--- src/rtl/gpio_serial_loader_if.sv ---
// Configuration-write, transfer-request and serial-chain signals of the GPIO loader.
// The management side drives through master; the loader consumes through slave.
interface gpio_serial_loader_if #(
    parameter int CFG_BITS = 13
) ();
    logic                cfg_we;
    logic [5:0]          cfg_addr;
    logic [CFG_BITS-1:0] cfg_wdata;
    logic [CFG_BITS-1:0] cfg_rdata;
    logic                cfg_wr_err;
    logic                xfer_start;
    logic                busy;
    logic                done;
    logic                serial_clock;
    logic                serial_data;
    logic                serial_load;
    logic                serial_resetn;

    modport master (
        output cfg_we, cfg_addr, cfg_wdata, xfer_start,
        input  cfg_rdata, cfg_wr_err, busy, done,
               serial_clock, serial_data, serial_load, serial_resetn
    );

    modport slave (
        input  cfg_we, cfg_addr, cfg_wdata, xfer_start,
        output cfg_rdata, cfg_wr_err, busy, done,
               serial_clock, serial_data, serial_load, serial_resetn
    );
endinterface

--- src/rtl/gpio_serial_loader.sv ---
// Holds one config word per user pad and shifts them into the GPIO control chain
// (last pad first, MSB first), then pulses the chain load strobe.
module gpio_serial_loader #(
    parameter int                  NUM_PADS = 38,
    parameter int                  CFG_BITS = 13,
    parameter int                  CLK_DIV  = 2,
    parameter logic [CFG_BITS-1:0] CFG_RST  = 13'h0403
) (
    input  logic                 clock,
    input  logic                 resetb,
    gpio_serial_loader_if.slave  bus
);

    localparam int PAD_W = (NUM_PADS > 1) ? $clog2(NUM_PADS) : 1;
    localparam int BIT_W = (CFG_BITS > 1) ? $clog2(CFG_BITS) : 1;
    localparam int DIV_W = (CLK_DIV > 1) ? $clog2(CLK_DIV) : 1;

    typedef enum logic [2:0] {
        IDLE,
        SHIFT_LO,
        SHIFT_HI,
        LOAD,
        DONE
    } state_t;

    state_t              state_q, state_d;
    logic [DIV_W-1:0]    div_q, div_d;
    logic [BIT_W-1:0]    bit_q, bit_d;
    logic [PAD_W-1:0]    pad_q, pad_d;
    logic [CFG_BITS-1:0] store_q [NUM_PADS];
    logic [CFG_BITS-1:0] store_d [NUM_PADS];
    logic [1:0]          rst_sync_q, rst_sync_d;
    logic                busy_q, busy_d;
    logic                done_q, done_d;
    logic                wr_err_q, wr_err_d;
    logic                sclk_q, sclk_d;
    logic                sdata_q, sdata_d;
    logic                sload_q, sload_d;

    logic                addr_ok;
    logic                wr_ok;
    logic                div_end;
    logic                cur_bit;
    logic [CFG_BITS-1:0] cur_word;

    assign addr_ok  = {1'b0, bus.cfg_addr} < 7'(NUM_PADS);
    assign wr_ok    = bus.cfg_we && (state_q == IDLE) && addr_ok;
    assign div_end  = (div_q == DIV_W'(CLK_DIV - 1));
    assign cur_word = store_q[pad_q];
    assign cur_bit  = cur_word[BIT_W'(CFG_BITS - 1) - bit_q];

    always_comb begin
        store_d = store_q;
        if (wr_ok) begin
            store_d[bus.cfg_addr] = bus.cfg_wdata;
        end
    end

    assign rst_sync_d = {rst_sync_q[0], 1'b1};

    always_comb begin
        state_d = state_q;
        div_d   = div_q;
        bit_d   = bit_q;
        pad_d   = pad_q;
        case (state_q)
            IDLE: begin
                if (bus.xfer_start && rst_sync_q[1]) begin
                    state_d = SHIFT_LO;
                    div_d   = '0;
                    bit_d   = '0;
                    pad_d   = PAD_W'(NUM_PADS - 1);
                end
            end
            SHIFT_LO: begin
                if (div_end) begin
                    div_d   = '0;
                    state_d = SHIFT_HI;
                end else begin
                    div_d = div_q + 1'b1;
                end
            end
            SHIFT_HI: begin
                if (div_end) begin
                    div_d = '0;
                    if (bit_q == BIT_W'(CFG_BITS - 1)) begin
                        bit_d = '0;
                        if (pad_q == '0) begin
                            state_d = LOAD;
                        end else begin
                            pad_d   = pad_q - 1'b1;
                            state_d = SHIFT_LO;
                        end
                    end else begin
                        bit_d   = bit_q + 1'b1;
                        state_d = SHIFT_LO;
                    end
                end else begin
                    div_d = div_q + 1'b1;
                end
            end
            LOAD: begin
                if (div_end) begin
                    div_d   = '0;
                    state_d = DONE;
                end else begin
                    div_d = div_q + 1'b1;
                end
            end
            DONE:    state_d = IDLE;
            default: state_d = IDLE;
        endcase
    end

    // Outputs are registered from the current state, so every pin lags the
    // FSM by one cycle; the word is read from the store while in SHIFT_LO.
    always_comb begin
        busy_d   = (state_q == SHIFT_LO) || (state_q == SHIFT_HI) || (state_q == LOAD);
        done_d   = (state_q == DONE);
        sclk_d   = (state_q == SHIFT_HI);
        sload_d  = (state_q == LOAD);
        wr_err_d = bus.cfg_we && ((state_q != IDLE) || !addr_ok);
        sdata_d  = 1'b0;
        if (state_q == SHIFT_LO) begin
            sdata_d = cur_bit;
        end else if (state_q == SHIFT_HI) begin
            sdata_d = sdata_q;
        end
    end

    always_ff @(posedge clock or negedge resetb) begin
        if (!resetb) begin
            state_q    <= IDLE;
            div_q      <= '0;
            bit_q      <= '0;
            pad_q      <= '0;
            store_q    <= '{default: CFG_RST};
            rst_sync_q <= '0;
            busy_q     <= 1'b0;
            done_q     <= 1'b0;
            wr_err_q   <= 1'b0;
            sclk_q     <= 1'b0;
            sdata_q    <= 1'b0;
            sload_q    <= 1'b0;
        end else begin
            state_q    <= state_d;
            div_q      <= div_d;
            bit_q      <= bit_d;
            pad_q      <= pad_d;
            store_q    <= store_d;
            rst_sync_q <= rst_sync_d;
            busy_q     <= busy_d;
            done_q     <= done_d;
            wr_err_q   <= wr_err_d;
            sclk_q     <= sclk_d;
            sdata_q    <= sdata_d;
            sload_q    <= sload_d;
        end
    end

    assign bus.cfg_rdata     = addr_ok ? store_q[bus.cfg_addr] : '0;
    assign bus.cfg_wr_err    = wr_err_q;
    assign bus.busy          = busy_q;
    assign bus.done          = done_q;
    assign bus.serial_clock  = sclk_q;
    assign bus.serial_data   = sdata_q;
    assign bus.serial_load   = sload_q;
    assign bus.serial_resetn = rst_sync_q[1];

endmodule
--- src/flat_wrapper.sv ---
// flat-port wrapper written by rule: the top's interface ports become plain ports
module gpio_serial_loader_flat 
#(
    parameter int                  NUM_PADS = 38,
    parameter int                  CFG_BITS = 13,
    parameter int                  CLK_DIV  = 2,
    parameter logic [CFG_BITS-1:0] CFG_RST  = 13'h0403
)
  (clock, resetb, bus_cfg_we, bus_cfg_addr, bus_cfg_wdata, bus_xfer_start, bus_cfg_rdata, bus_cfg_wr_err, bus_busy, bus_done, bus_serial_clock, bus_serial_data, bus_serial_load, bus_serial_resetn);
  gpio_serial_loader_if #(.CFG_BITS(CFG_BITS)) bus_i ();
  input  logic clock;
  input  logic resetb;
  input wire logic [$bits(bus_i.cfg_we)-1:0] bus_cfg_we;
  input wire logic [$bits(bus_i.cfg_addr)-1:0] bus_cfg_addr;
  input wire logic [$bits(bus_i.cfg_wdata)-1:0] bus_cfg_wdata;
  input wire logic [$bits(bus_i.xfer_start)-1:0] bus_xfer_start;
  output wire logic [$bits(bus_i.cfg_rdata)-1:0] bus_cfg_rdata;
  output wire logic [$bits(bus_i.cfg_wr_err)-1:0] bus_cfg_wr_err;
  output wire logic [$bits(bus_i.busy)-1:0] bus_busy;
  output wire logic [$bits(bus_i.done)-1:0] bus_done;
  output wire logic [$bits(bus_i.serial_clock)-1:0] bus_serial_clock;
  output wire logic [$bits(bus_i.serial_data)-1:0] bus_serial_data;
  output wire logic [$bits(bus_i.serial_load)-1:0] bus_serial_load;
  output wire logic [$bits(bus_i.serial_resetn)-1:0] bus_serial_resetn;
  assign bus_i.cfg_we = bus_cfg_we;
  assign bus_i.cfg_addr = bus_cfg_addr;
  assign bus_i.cfg_wdata = bus_cfg_wdata;
  assign bus_i.xfer_start = bus_xfer_start;
  assign bus_cfg_rdata = bus_i.cfg_rdata;
  assign bus_cfg_wr_err = bus_i.cfg_wr_err;
  assign bus_busy = bus_i.busy;
  assign bus_done = bus_i.done;
  assign bus_serial_clock = bus_i.serial_clock;
  assign bus_serial_data = bus_i.serial_data;
  assign bus_serial_load = bus_i.serial_load;
  assign bus_serial_resetn = bus_i.serial_resetn;
  gpio_serial_loader #(.NUM_PADS(NUM_PADS), .CFG_BITS(CFG_BITS), .CLK_DIV(CLK_DIV), .CFG_RST(CFG_RST)) u_core (.clock(clock), .resetb(resetb), .bus(bus_i));
endmodule
--- config.mk ---
export PLATFORM = sky130hd
export DESIGN_NAME = gpio_serial_loader_flat
export DESIGN_NICKNAME = d
export VERILOG_FILES = /design/src/rtl/gpio_serial_loader_if.sv /design/src/rtl/gpio_serial_loader.sv /design/src/flat_wrapper.sv
export SDC_FILE = /design/constraint.sdc
export NUM_CORES = 1
export LEC_CHECK = 0
export CORE_UTILIZATION = 30
export CTS_CLUSTER_SIZE = 30
export DETAILED_ROUTE_END_ITERATION = 10
export GPL_TIMING_DRIVEN = 0
export PLACE_DENSITY = 0.43
export SETUP_SLACK_MARGIN = 0.2
export SYNTH_ARGS = -nofsm -noshare
export SYNTH_HDL_FRONTEND = slang
export SYNTH_SLANG_ARGS = --single-unit
--- constraint.sdc ---
create_clock -name clock -period 3.6 [get_ports clock]
set_input_delay 0.72 -clock clock [delete_from_list [all_inputs] [get_ports clock]]
set_output_delay 0.72 -clock clock [all_outputs]
set_load 0.02 [all_outputs]
==> impl_metrics.env <==
export IMPL_outcome="complete, but fails checks"
export IMPL_violations="setup timing"
export IMPL_numCtsBuffers=59
export IMPL_synthXorXnorAreaFrac=0.00192
export IMPL_drv_slew=0
export IMPL_fp_dieW_um=304
export IMPL_final_nets=2269
export IMPL_clock_sinks=516
export IMPL_dp_hpwl_um=88600
export IMPL_wl_per_cell_um=37.1
export IMPL_crit_fanout=9
export IMPL_p_clk_frac=0.493
export IMPL_switching_share=0.245
export IMPL_synth_top_family_by_area="multiplexers"
export IMPL_muxShareOfSynthArea=0.321
export IMPL_power_frac_comb=0.063
export IMPL_async_flop_share=1.00
export IMPL_met3_length_um=11300
export IMPL_regToRegStartpoint="u_core.pad_q[0]"
export IMPL_core_area_um2=90300
export IMPL_drc=0
export IMPL_totalWireLength_um=129000
export IMPL_grt_max_degree=117
export IMPL_num_io_pins=43
export IMPL_synthTopCellsByArea="dfrtp_1 (37%), mux2_2 (21%), dfstp_2 (11%)"
export IMPL_worstPathRequired_ps=2880
export IMPL_leakagePower_nw=15.0
export IMPL_timing_final_hold_violations=0
export IMPL_hold_class="in -> async"
export IMPL_cts_tree="built"
export IMPL_synth_edff_count=0
export IMPL_finalSetupViolCount=3
export IMPL_grt_pass1_wl_um=176000
export IMPL_wl_met1_um=53200
export IMPL_fin_skew_ps=17.2
export IMPL_yosysWarnings=0
export IMPL_finalInstanceArea_um2=33500
export IMPL_top_layer_used="met5"
export IMPL_dp_cells=3288
export IMPL_ys_types=81
export IMPL_final_cells=3469
export IMPL_cp_arrival_ps=2930
export IMPL_dpl_worst_slack_ps=-3350
export IMPL_wl_met2_um=56900
export IMPL_cap_viol_max_count=0
export IMPL_syn_nets=2111
export IMPL_max_stage_delay_ps=640
export IMPL_regToRegSetupSlack_ps=210
export IMPL_grt_pass1_vias=21300
export IMPL_yosys_area_top_type_share=0.367
export IMPL_firstDrtPassIters=9
export IMPL_critPathCaptureType="primary output"
export IMPL_slowest_stage="mux4_2"
export IMPL_crit_path_start="bus_cfg_addr[1]"
export IMPL_drive_above_1_share=0.494
export IMPL_fin_ws_ps=-48.5
export IMPL_startpoint_type="input port"
export IMPL_yosys_register_bits=516
export IMPL_viasPerCell=6.14
export IMPL_grt_overflow=0
export IMPL_antenna_found_initial=6
export IMPL_crit_chain="buf_12, buf_12, nor3b_4, buf_8, buf_6, a22oi_2, nand4_1, mux4_2, nor2_4, a21oi_4, buf_6"
export IMPL_max_freq_ghz=0.274
export IMPL_seq_power_share=0.443
export IMPL_area_growth_pct=22.4
export IMPL_io_buffer_count=24
export IMPL_synth_cells=2084
export IMPL_rsz0062_at_grt="true"
export IMPL_clkTransAtPathRegs_ps=60
export IMPL_vdd_ir_drop_max_mv=0.315
export IMPL_synth_avg_cell_area_um2=13.1
export IMPL_worstMarginPinSlew_ps=1120
export IMPL_ys_flop_type="dfrtp_1"
export IMPL_reg2reg_depth=8
export IMPL_synth_compound_area_frac=0.115
export IMPL_r2r_end="u_core.bus.serial_data"
export IMPL_grtUsageTotal=0.272
export IMPL_worstSetupPathType="in -> out"
export IMPL_dpl_cell_area_um2=29200
export IMPL_ant_nets=0
export IMPL_dieArea_um2=92500
export IMPL_die_h_um=304
export IMPL_synth_simple_gate_area_frac=0.0419
export IMPL_drt_initial_drc_count=2417
export IMPL_htree_levels=2
export IMPL_fin_crit_ps=3650
export IMPL_slew_headroom=0.251
export IMPL_vias=21300
export IMPL_yosysTopAreaCell="dfrtp_1"
export IMPL_cts_buffer_depth=3
export IMPL_initial_core_util=0.303
export IMPL_intPower_mw=9.89
export IMPL_cellPowerDensity_nw_per_um2=391
export IMPL_synthAdderAreaFrac=0.00183
export IMPL_insertion_delay_ps=640
export IMPL_root_buffer="clkbuf_16"
export IMPL_place_congestion=0.973
export IMPL_net_switching_power_mw=3.22
export IMPL_syn_area_um2=27400
export IMPL_rows=110
export IMPL_seq_area_frac_synth=0.476
export IMPL_endpoint="bus_cfg_rdata[10]"
export IMPL_fin_crit_sh=1.01
==> critical path, delay by kind of cell <==
family	cells	cell delay (ps)
compound gates	2	250
buf+inv	5	760
mux	1	640
simple gates	3	550
==> flip-flops by register name (all words and copies together) (netlist names) <==
signal / flops
u_core.bus.done: 1
u_core.pad_q: 6
u_core.bus.busy: 1
u_core.bus.serial_clock: 1
u_core.div_end: 1
u_core.state_q: 3
u_core.store_q: 494
u_core.rst_sync_q: 2
u_core.bus.cfg_wr_err: 1
u_core.bus.serial_load: 1
u_core.bit_q: 4
u_core.bus.serial_data: 1
==> repair_timing <==
item                       CTS  global route
setup endpoints to repair  219           366
pin swaps                   34            34
gates cloned                 3             4
setup buffers               45            17
resized for setup          381            91
hold buffers                 0             0
==> cell usage after synthesis (all sizes together) (5+ instances only) <==
| cell type | number |
|---|---|
| clkbuf | 106 |
| inv | 7 |
| o21a | 5 |
| mux2 | 515 |
| nor2b | 9 |
| a21oi | 35 |
| mux2i | 68 |
| o221ai | 19 |
| a31oi | 11 |
| nand2 | 58 |
| or3 | 5 |
| a22o | 30 |
| a211oi | 13 |
| nor2 | 60 |
| a221oi | 26 |
| o22ai | 16 |
| a41oi | 5 |
| nor3 | 10 |
| mux4 | 98 |
| nand4 | 34 |
| o21ai | 38 |
| nor3b | 7 |
| a2111oi | 5 |
| dfrtp | 402 |
| nand3 | 15 |
| nand2b | 6 |
| a22oi | 191 |
| dfstp | 114 |
| buf | 108 |
==> placed cells by master (no fill, tap or decap), types with 22 or more instances in the layout <==
master / count
o21ai_0: 26
mux4_2: 72
a22oi_2: 22
mux2_2: 512
a22o_1: 30
buf_6: 39
dfstp_2: 114
nor2_1: 51
nand2_1: 57
mux4_1: 26
buf_12: 30
clkbuf_1: 73
clkbuf_16: 76
nand4_1: 34
a22oi_1: 169
mux2i_1: 68
buf_2: 35
buf_4: 59
clkbuf_8: 28
a21oi_1: 26
dfrtp_1: 402
==> stage by stage <==
step / util / TNS (ps) / hold WS [ps] / power, mW
2_1_floorplan: - / 0 / 331 / 6.11
3_3_place_gp: 0.322 / - / 333 / 6.51
3_5_place_dp: 0.324 / -257100 / 336 / 6.53
4_1_cts: 0.365 / 0 / 208 / 13.1
5_1_grt: 0.371 / -111 / 236 / 13.5
6_report: 0.372 / -111 / 171 / 13.1
==> how the worst min path moves through the flow <==
stage / from / endpoint / slack, ps
after floorplan: u_core.rst_sync_q[0] / u_core.rst_sync_q[1] / 330
after global placement: u_core.rst_sync_q[0] / u_core.rst_sync_q[1] / 330
after detailed placement: u_core.rst_sync_q[0] / u_core.rst_sync_q[1] / 340
after CTS: resetb / u_core.store_q[233] / 210
after global routing: resetb / u_core.store_q[194] / 240
final: resetb / u_core.store_q[194] / 170
==> power groups by stage <==
stage / Sequential (mW) / Combinational, mW / Clock (mW)
floorplan: 5.91 / 0.195 / 0
global placement: 5.92 / 0.598 / 0
detailed placement: 5.91 / 0.618 / 0
CTS: 5.81 / 0.765 / 6.57
global route: 5.81 / 0.851 / 6.81
finish: 5.81 / 0.829 / 6.47
==> routing by layer <==
metal,vias to the layer above,GRT usage
li1,8409,-
met1,11300,0.363
met2,1230,0.417
met3,319,0.0619
met4,2,0.130
met5,-,0
==> area by class of cell <==
class | instances | area [µm²]
Clock inverter | 25 | 305
Tap cell | 1176 | 1470
Antenna cell | 2 | 5.00
Sequential cell | 516 | 13100
Buffer | 214 | 1950
Timing Repair Buffer | 97 | 1140
Clock buffer | 85 | 1750
Multi-Input combinational cell | 1345 | 13800
Fill cell | 8751 | 56700
Inverter | 9 | 37.5
==> kinds of logic (layout without fill, tap and decap cells) <==
logic type | after synthesis | count (layout)
AOI/OAI and AO/OA | 427 | 427
xor gates and xnor gates | 6 | 6
adders and majority gates | 4 | 4
buffers and inverters | 223 | 430
DFF | 516 | 516
muxes | 681 | 681
other | 1 | 3
and+or+nand+nor | 226 | 226
Power figures use the tool's default switching activity.
